[src/rtl/adder_64_pkg.sv]
// Shared constants for the 64-bit lane-segmented adder: data width, lane geometry
// and the carry-mask width.
package adder_64_pkg;
    localparam int LEN_DATA   = 64;
    localparam int LANE_W     = 8;
    localparam int N_LANES    = LEN_DATA / LANE_W;
    localparam int LEN_MASK   = N_LANES;
    localparam int HALF_LANES = N_LANES / 2;
    localparam int HALF_W     = LEN_DATA / 2;
endpackage

[src/rtl/adder_64_lane8.sv]
// adder_lane8: one 8-bit lane of the segmented adder; the active-low mask bit
// kills the incoming carry so the lane can start a fresh packed element.
module adder_lane8
    import adder_64_pkg::*;
(
    input  logic [LANE_W-1:0] a,
    input  logic [LANE_W-1:0] b,
    input  logic              cin,
    input  logic              cmsk_n,
    output logic [LANE_W-1:0] sum,
    output logic              cout
);
    logic [LANE_W:0] total;

    always_comb begin
        total = {1'b0, a} + {1'b0, b} + {{LANE_W{1'b0}}, cin & cmsk_n};
    end

    assign sum  = total[LANE_W-1:0];
    assign cout = total[LANE_W];
endmodule

[src/rtl/adder_64.sv]
// adder_64: two-stage pipelined 64-bit adder built from eight 8-bit lanes.
// Define ADDER64_SIMD_EN to honour cmsk_n; otherwise the carry chain is always full width.
module adder_64
    import adder_64_pkg::*;
(
    input  logic                clk,
    input  logic                rst,
    input  logic                en,
    input  logic                valid,
    input  logic [LEN_DATA-1:0] a,
    input  logic [LEN_DATA-1:0] b,
    input  logic                cin,
    input  logic [LEN_MASK-1:0] cmsk_n,
    output logic [LEN_DATA-1:0] sum,
    output logic                cout,
    output logic                rdy
);
    // Handshake: valid is taken on an edge with en=1 and has no backpressure;
    // rdy pulses for one enabled cycle two enabled edges later, and everything
    // (rdy included) holds while en=0.

    logic [HALF_LANES-1:0] msk_lo;
    logic [HALF_LANES-1:0] msk_hi;
    logic [HALF_LANES:0]   c_lo;
    logic [HALF_LANES:0]   c_hi;
    logic [HALF_W-1:0]     sum_lo;
    logic [HALF_W-1:0]     sum_hi;

    logic                s1_valid_q, s1_valid_d;
    logic [HALF_W-1:0]   s1_sum_lo_q, s1_sum_lo_d;
    logic                s1_c3_q, s1_c3_d;
    logic [HALF_W-1:0]   s1_a_hi_q, s1_a_hi_d;
    logic [HALF_W-1:0]   s1_b_hi_q, s1_b_hi_d;
    logic [LEN_DATA-1:0] sum_q, sum_d;
    logic                cout_q, cout_d;
    logic                rdy_q, rdy_d;

`ifdef ADDER64_SIMD_EN
    logic [HALF_LANES-1:0] s1_msk_hi_q, s1_msk_hi_d;

    assign msk_lo = cmsk_n[HALF_LANES-1:0];
    assign msk_hi = s1_msk_hi_q;

    always_comb begin
        s1_msk_hi_d = s1_msk_hi_q;
        if (en) s1_msk_hi_d = cmsk_n[LEN_MASK-1:HALF_LANES];
    end

    always_ff @(posedge clk or negedge rst) begin
        if (!rst) s1_msk_hi_q <= '0;
        else      s1_msk_hi_q <= s1_msk_hi_d;
    end
`else
    logic cmsk_n_unused;
    assign cmsk_n_unused = ^cmsk_n;
    assign msk_lo = '1;
    assign msk_hi = '1;
`endif

    // Stage 1 lanes work on live operands; stage 2 lanes on the registered upper half.
    assign c_lo[0] = cin;
    for (genvar i = 0; i < HALF_LANES; i++) begin : g_lo
        adder_lane8 u_lane (
            .a      (a[i*LANE_W +: LANE_W]),
            .b      (b[i*LANE_W +: LANE_W]),
            .cin    (c_lo[i]),
            .cmsk_n (msk_lo[i]),
            .sum    (sum_lo[i*LANE_W +: LANE_W]),
            .cout   (c_lo[i+1])
        );
    end

    assign c_hi[0] = s1_c3_q;
    for (genvar i = 0; i < HALF_LANES; i++) begin : g_hi
        adder_lane8 u_lane (
            .a      (s1_a_hi_q[i*LANE_W +: LANE_W]),
            .b      (s1_b_hi_q[i*LANE_W +: LANE_W]),
            .cin    (c_hi[i]),
            .cmsk_n (msk_hi[i]),
            .sum    (sum_hi[i*LANE_W +: LANE_W]),
            .cout   (c_hi[i+1])
        );
    end

    always_comb begin
        s1_valid_d  = s1_valid_q;
        s1_sum_lo_d = s1_sum_lo_q;
        s1_c3_d     = s1_c3_q;
        s1_a_hi_d   = s1_a_hi_q;
        s1_b_hi_d   = s1_b_hi_q;
        sum_d       = sum_q;
        cout_d      = cout_q;
        rdy_d       = rdy_q;
        if (en) begin
            s1_valid_d  = valid;
            s1_sum_lo_d = sum_lo;
            s1_c3_d     = c_lo[HALF_LANES];
            s1_a_hi_d   = a[LEN_DATA-1:HALF_W];
            s1_b_hi_d   = b[LEN_DATA-1:HALF_W];
            rdy_d       = s1_valid_q;
            // Outputs keep the last result across idle cycles.
            if (s1_valid_q) begin
                sum_d  = {sum_hi, s1_sum_lo_q};
                cout_d = c_hi[HALF_LANES];
            end
        end
    end

    always_ff @(posedge clk or negedge rst) begin
        if (!rst) begin
            s1_valid_q  <= 1'b0;
            s1_sum_lo_q <= '0;
            s1_c3_q     <= 1'b0;
            s1_a_hi_q   <= '0;
            s1_b_hi_q   <= '0;
            sum_q       <= '0;
            cout_q      <= 1'b0;
            rdy_q       <= 1'b0;
        end else begin
            s1_valid_q  <= s1_valid_d;
            s1_sum_lo_q <= s1_sum_lo_d;
            s1_c3_q     <= s1_c3_d;
            s1_a_hi_q   <= s1_a_hi_d;
            s1_b_hi_q   <= s1_b_hi_d;
            sum_q       <= sum_d;
            cout_q      <= cout_d;
            rdy_q       <= rdy_d;
        end
    end

    assign sum  = sum_q;
    assign cout = cout_q;
    assign rdy  = rdy_q;
endmodule

[config.mk]
export PLATFORM = sky130hd
export DESIGN_NAME = adder_64
export DESIGN_NICKNAME = d
export VERILOG_FILES = /design/src/rtl/adder_64_pkg.sv /design/src/rtl/adder_64_lane8.sv /design/src/rtl/adder_64.sv
export SDC_FILE = /design/constraint.sdc
export NUM_CORES = 1
export LEC_CHECK = 0
export BUFFER_PORTS_ARGS = -buffer_cell sky130_fd_sc_hd__buf_2
export CORE_ASPECT_RATIO = 1.4
export CORE_MARGIN = 3
export CORE_UTILIZATION = 30
export DETAILED_ROUTE_END_ITERATION = 8
export GPL_ROUTABILITY_DRIVEN = 0
export GPL_TIMING_DRIVEN = 0
export SLEW_MARGIN = 25
export SYNTH_ARGS = -nofsm -noshare
export SYNTH_HDL_FRONTEND = slang
export SYNTH_SLANG_ARGS = --single-unit
[constraint.sdc]
create_clock -name clk -period 9.6 [get_ports clk]
set_clock_uncertainty 0.2 [all_clocks]
set_input_delay 1.92 -clock clk [delete_from_list [all_inputs] [get_ports clk]]
set_output_delay 1.92 -clock clk [all_outputs]
set_load 0.05 [all_outputs]
* After elaboration in Yosys (flattened, before gate mapping)
Cells that the tools add are included.
Cells by class: add/subtract/negate cells 16, multiply operators 0, divide/modulo/power cells 0, order comparisons 0, equal/unequal tests 0, shift-type cells 0, multiplexer cells 0, bitwise gates (word level) 0, reductions and logical operators 1
Operator list (number):
- 8-bit by 8-bit adder with 9-bit output | 8
- 9-bit by 1-bit adder with 9-bit output | 8
- 2-bit AND reduction | 1
Storage, ports and cells: bits in registers 164, latch bits 0, memory bits (writable) 0, bits in read-only memories 0, input bits 141, word-level logic and storage cells 25, memories kept 0

* Longest topological paths before layout
depth in word-level cells 5, gate-level depth with buffers 26, depth with buffers taken out 26

* Modules after synthesis
Synthesis repeated with hierarchy kept, for this count alone.
Unflattened totals: cells, all modules 713, area total of the unflattened synthesis 9102.5 µm²
By module, submodules not included:
- adder_64 | instances 1, cells each 349, area an instance 6231.0 µm², seq. area each 4103.9 µm²
- adder_lane8 at g_hi[0].u_lane ... | instances 4, cells each 45, area an instance 354.1 µm², seq. area each 0.0 µm²
- adder_lane8 at g_hi[1].u_lane ... | instances 3, cells each 45, area an instance 364.1 µm², seq. area each 0.0 µm²
- adder_lane8 at g_lo[3].u_lane | instances 1, cells each 49, area an instance 362.8 µm², seq. area each 0.0 µm²

* Worst setup path after synthesis
Ideal clock, no wire load.
path kind input to register, start point in a[0], end point reg s1_sum_lo_q[30], arrival 8.000 ns, required time 9.329 ns, path slack 1.329 ns, cell stages on the path 26, path buffers 0, path through inv_1 fa_1 inv_1 fa_1 a211oi_2 o21bai_1 a2111oi_0 nor3_1 fa_1 fa_1 a211oi_1 o21bai_1 a2111oi_0 nor3_1 fa_1 fa_1 a211oi_2 o21bai_1 a2111oi_0 or3_1 fa_1 fa_1 nor2b_1 o31a_1 or3_1 nand4_1
Between the ends: word-level cells in the longest chain between the ends 5
RTL lines:
- start: declaration | line adder_64.sv:10 | input logic [LEN_DATA-1:0] a,
- 8-bit by 8-bit adder with 9-bit output | line adder_64_lane8.sv:16 | total = {1'b0, a} + {1'b0, b} + {{LANE_W{1'b0}}, cin & cmsk_n};
- 9-bit by 1-bit adder with 9-bit output (4 in series) | line adder_64_lane8.sv:16
- end signal: assignment | line adder_64.sv:121 | s1_sum_lo_q <= s1_sum_lo_d;
- end: declaration | line adder_64.sv:30 | logic [HALF_W-1:0] s1_sum_lo_q, s1_sum_lo_d;
Every way passes these cells. A chain may end at the register's enable or synchronous reset.

* Worst setup path after layout
Ends and elaborated chain as after synthesis.

==> results.sh <==
export IMPL_drtIter0Drc=261
export IMPL_power_leakage_nw=5.22
export IMPL_yosysWarnings=0
export IMPL_min_path_cells=2
export IMPL_syn_area_sq_mm=0.00911
export IMPL_vias_per_cell=5.07
export IMPL_stdcell_area_sq_mm=0.0113
export IMPL_ys_ff_latch=164
export IMPL_setup_violations=0
export IMPL_path_max_fanout=4
export IMPL_hold_path_end="sum[1]"
export IMPL_slew_headroom=0.451
export IMPL_grt_use_total=0.168
export IMPL_clock_path_buffers=2
export IMPL_cts_root_buf="clkbuf_16"
export IMPL_hpwl_microns=20800
export IMPL_crit_family="adder cells"
export IMPL_die_width_microns=153
export IMPL_cts_setup_buffers=0
export IMPL_n_fill_cell=2991
export IMPL_grt_overflow_total=0
export IMPL_cap_violations=0
export IMPL_outcome="finished, final reports clean"
export IMPL_cp_common_cell="fa_1"
export IMPL_final_cell_mix="buf_2, dfrtp_1, nand2_1, mux2_2, ha_1"
export IMPL_drc=0
export IMPL_path_class="in -> reg"
export IMPL_slowest_delay_ns=0.47
export IMPL_antenna_cells=0
export IMPL_setup_ws_ns=0.789
export IMPL_layout_drive_gt1_share=0.302
export IMPL_yosysSeqAreaShare=0.450
export IMPL_fin_nets=1285
export IMPL_syn_area_per_cell_sq_um=10.7
export IMPL_reg2reg_from="s1_c3_q"
export IMPL_cp_buffers_inverters=3
export IMPL_wl_per_cell_microns=18.6
export IMPL_cp_slowest_cell="fa_1"
export IMPL_period_share=0.918
export IMPL_finalCriticalPeriod_ns=8.81
export IMPL_grt_pass1_vias=7629
export IMPL_synth_main_ff_cell="dfrtp_1"
export IMPL_critPathRequiredTime_ns=9.76
export IMPL_ir_drop_mv=0.0877
export IMPL_totalWireLength_microns=27300
export IMPL_ys_types=53
export IMPL_cts_repair_resized=0
export IMPL_syn_nets=1068
export IMPL_end_kind="flop"
export IMPL_die_area_sq_mm=0.0325
export IMPL_async_flop_share=1.00
export IMPL_reg2reg_depth=26
export IMPL_grt_max_degree=89
export IMPL_grt_first_pass_wirelength_microns=42600
export IMPL_fin_util=0.382
export IMPL_clock_sinks=164
export IMPL_syn_to_final_growth_pct=23.9
export IMPL_row_count=74
export IMPL_rsz0062_at_grt="no"
export IMPL_hold_class="reg -> reg"
export IMPL_cts_buffers_inserted=17
export IMPL_final_antenna_net_count=0
export IMPL_clk_pin_slew_worst_paths_ns=0.06
export IMPL_hold_start="s1_sum_lo_q[1]"
export IMPL_placed_area_sq_mm=0.0106
export IMPL_hold_buffers=0
export IMPL_syn_inst=855
export IMPL_post_place_ws_ns=0.289
export IMPL_via_count=7430
export IMPL_final_max_slew_viol_count=0
export IMPL_synth_edff_count=0
export IMPL_r2r_end="sum[62]"
export IMPL_insertion_delay_ns=0.43
export IMPL_cp_arrival_ns=8.97
export IMPL_start_kind="input port"
export IMPL_mostFrequentLayoutCell="buf_2"
export IMPL_power_per_cell_area_mw_per_mm2=233
export IMPL_cts_tree="built"
export IMPL_max_freq_mhz=113
export IMPL_core_area_sq_mm=0.0295
export IMPL_regToRegSetupSlack_ns=1.90
export IMPL_hold_viol_final=0
export IMPL_ioPinCount=207
export IMPL_worst_slew_pin_slew_ns=0.816
export IMPL_die_y_microns=212
export IMPL_final_setup_tns_ns=0
export IMPL_antenna_found_initial=4
export IMPL_htreeDepth=4
export IMPL_first_pass_iters=5
export IMPL_initial_utilization=0.309
export IMPL_io_buffers=197
[state kept, by name, indices dropped and copies added (netlist names)]
signal       count
s1_c3_q          1
s1_a_hi_q       32
sum             64
cout             1
rdy              1
s1_b_hi_q       32
s1_valid_q       1
s1_sum_lo_q     32
[metal layers]
layer / vias to the layer above / part of all wire / GRT usage
met5: - / 0.0018 / 0
met4: 8 / 0.022 / 0.0550
met3: 39 / 0.057 / 0.0395
met2: 217 / 0.50 / 0.298
met1: 3581 / 0.41 / 0.201
li1: 3585 / - / -
[report_power, final]
part	internal [mW]	switching, mW
clock network	0.493	0.305
registers	0.832	0.0825
logic	0.286	0.628
[cell usage after synthesis (15+ instances only)]
cell type / instances / area share
inv_1: 25 / 0.010
o21ai_0: 52 / 0.029
nor4b_1: 15 / 0.014
o21a_1: 21 / 0.017
nand2_1: 141 / 0.058
ha_1: 56 / 0.077
fa_1: 16 / 0.035
nor3b_1: 27 / 0.022
buf_2: 24 / 0.013
a211oi_1: 30 / 0.025
dfrtp_1: 164 / 0.45
nor3_1: 24 / 0.013
mux2_2: 67 / 0.083
[worst max path at each step]
stage	endpoint	start	cells after the start	slack, ns
finish	s1_sum_lo_q[30]	a[0]	27	0.79
global route	s1_sum_lo_q[30]	a[0]	27	0.28
CTS	s1_sum_lo_q[30]	a[0]	27	0.74
detailed placement	s1_sum_lo_q[30]	a[0]	27	0.29
global placement	s1_sum_lo_q[30]	a[0]	27	0.42
floorplan	s1_sum_lo_q[30]	a[0]	26	1.33
[cell families (layout without fill, tap and decap cells)]
group	Yosys count	after routing	synth area share
buf+inv	61	291	0.0292
xor+xnor	9	9	0.00865
mux	68	68	0.0839
fa+ha+maj	72	72	0.112
flops	164	164	0.450
simple gates	283	283	0.160
compound gates	198	198	0.156
[stage by stage]
stage	total power [mW]	cells	hold slack, ns
floorplan	1.57	855	0.235
global placement	1.83	1432	0.248
CTS	2.66	1465	0.265
detailed placement	1.85	1433	0.249
finish	2.63	1465	0.259
global route	2.77	1465	0.293
[layout make-up]
cell class | count | area (sq um) | area share
flip-flops and latches | 164 | 4100 | 0.364
plain buffers | 35 | 169 | 0.0150
multi-input cells | 630 | 4740 | 0.420
clock inverters | 14 | 246 | 0.0218
well taps | 380 | 475 | 0.0421
clock buffers | 18 | 429 | 0.0380
repair buffers | 198 | 1020 | 0.0907
inverters | 26 | 97.6 | 0.00865
[worst reg2reg max path: stages (launching register included)]
cell and delay [ns]:
dfrtp_1 0.38, inv_1 0.08, fa_1 0.22, inv_1 0.06, fa_1 0.45, a211oi_2 0.23, o21bai_1 0.15, a2111oi_0 0.43
nor3_1 0.13, fa_1 0.44, fa_1 0.44, a211oi_1 0.33, o21bai_1 0.18, a2111oi_0 0.45, nor3_1 0.13, fa_1 0.45
fa_1 0.47, a211oi_2 0.23, o21bai_1 0.15, a2111oi_0 0.39, or3_1 0.21, fa_1 0.23, fa_1 0.27, nor2b_4 0.05
o31a_1 0.28, or4_1 0.48, nand3_1 0.10
(Power assumes the default switching activity.)
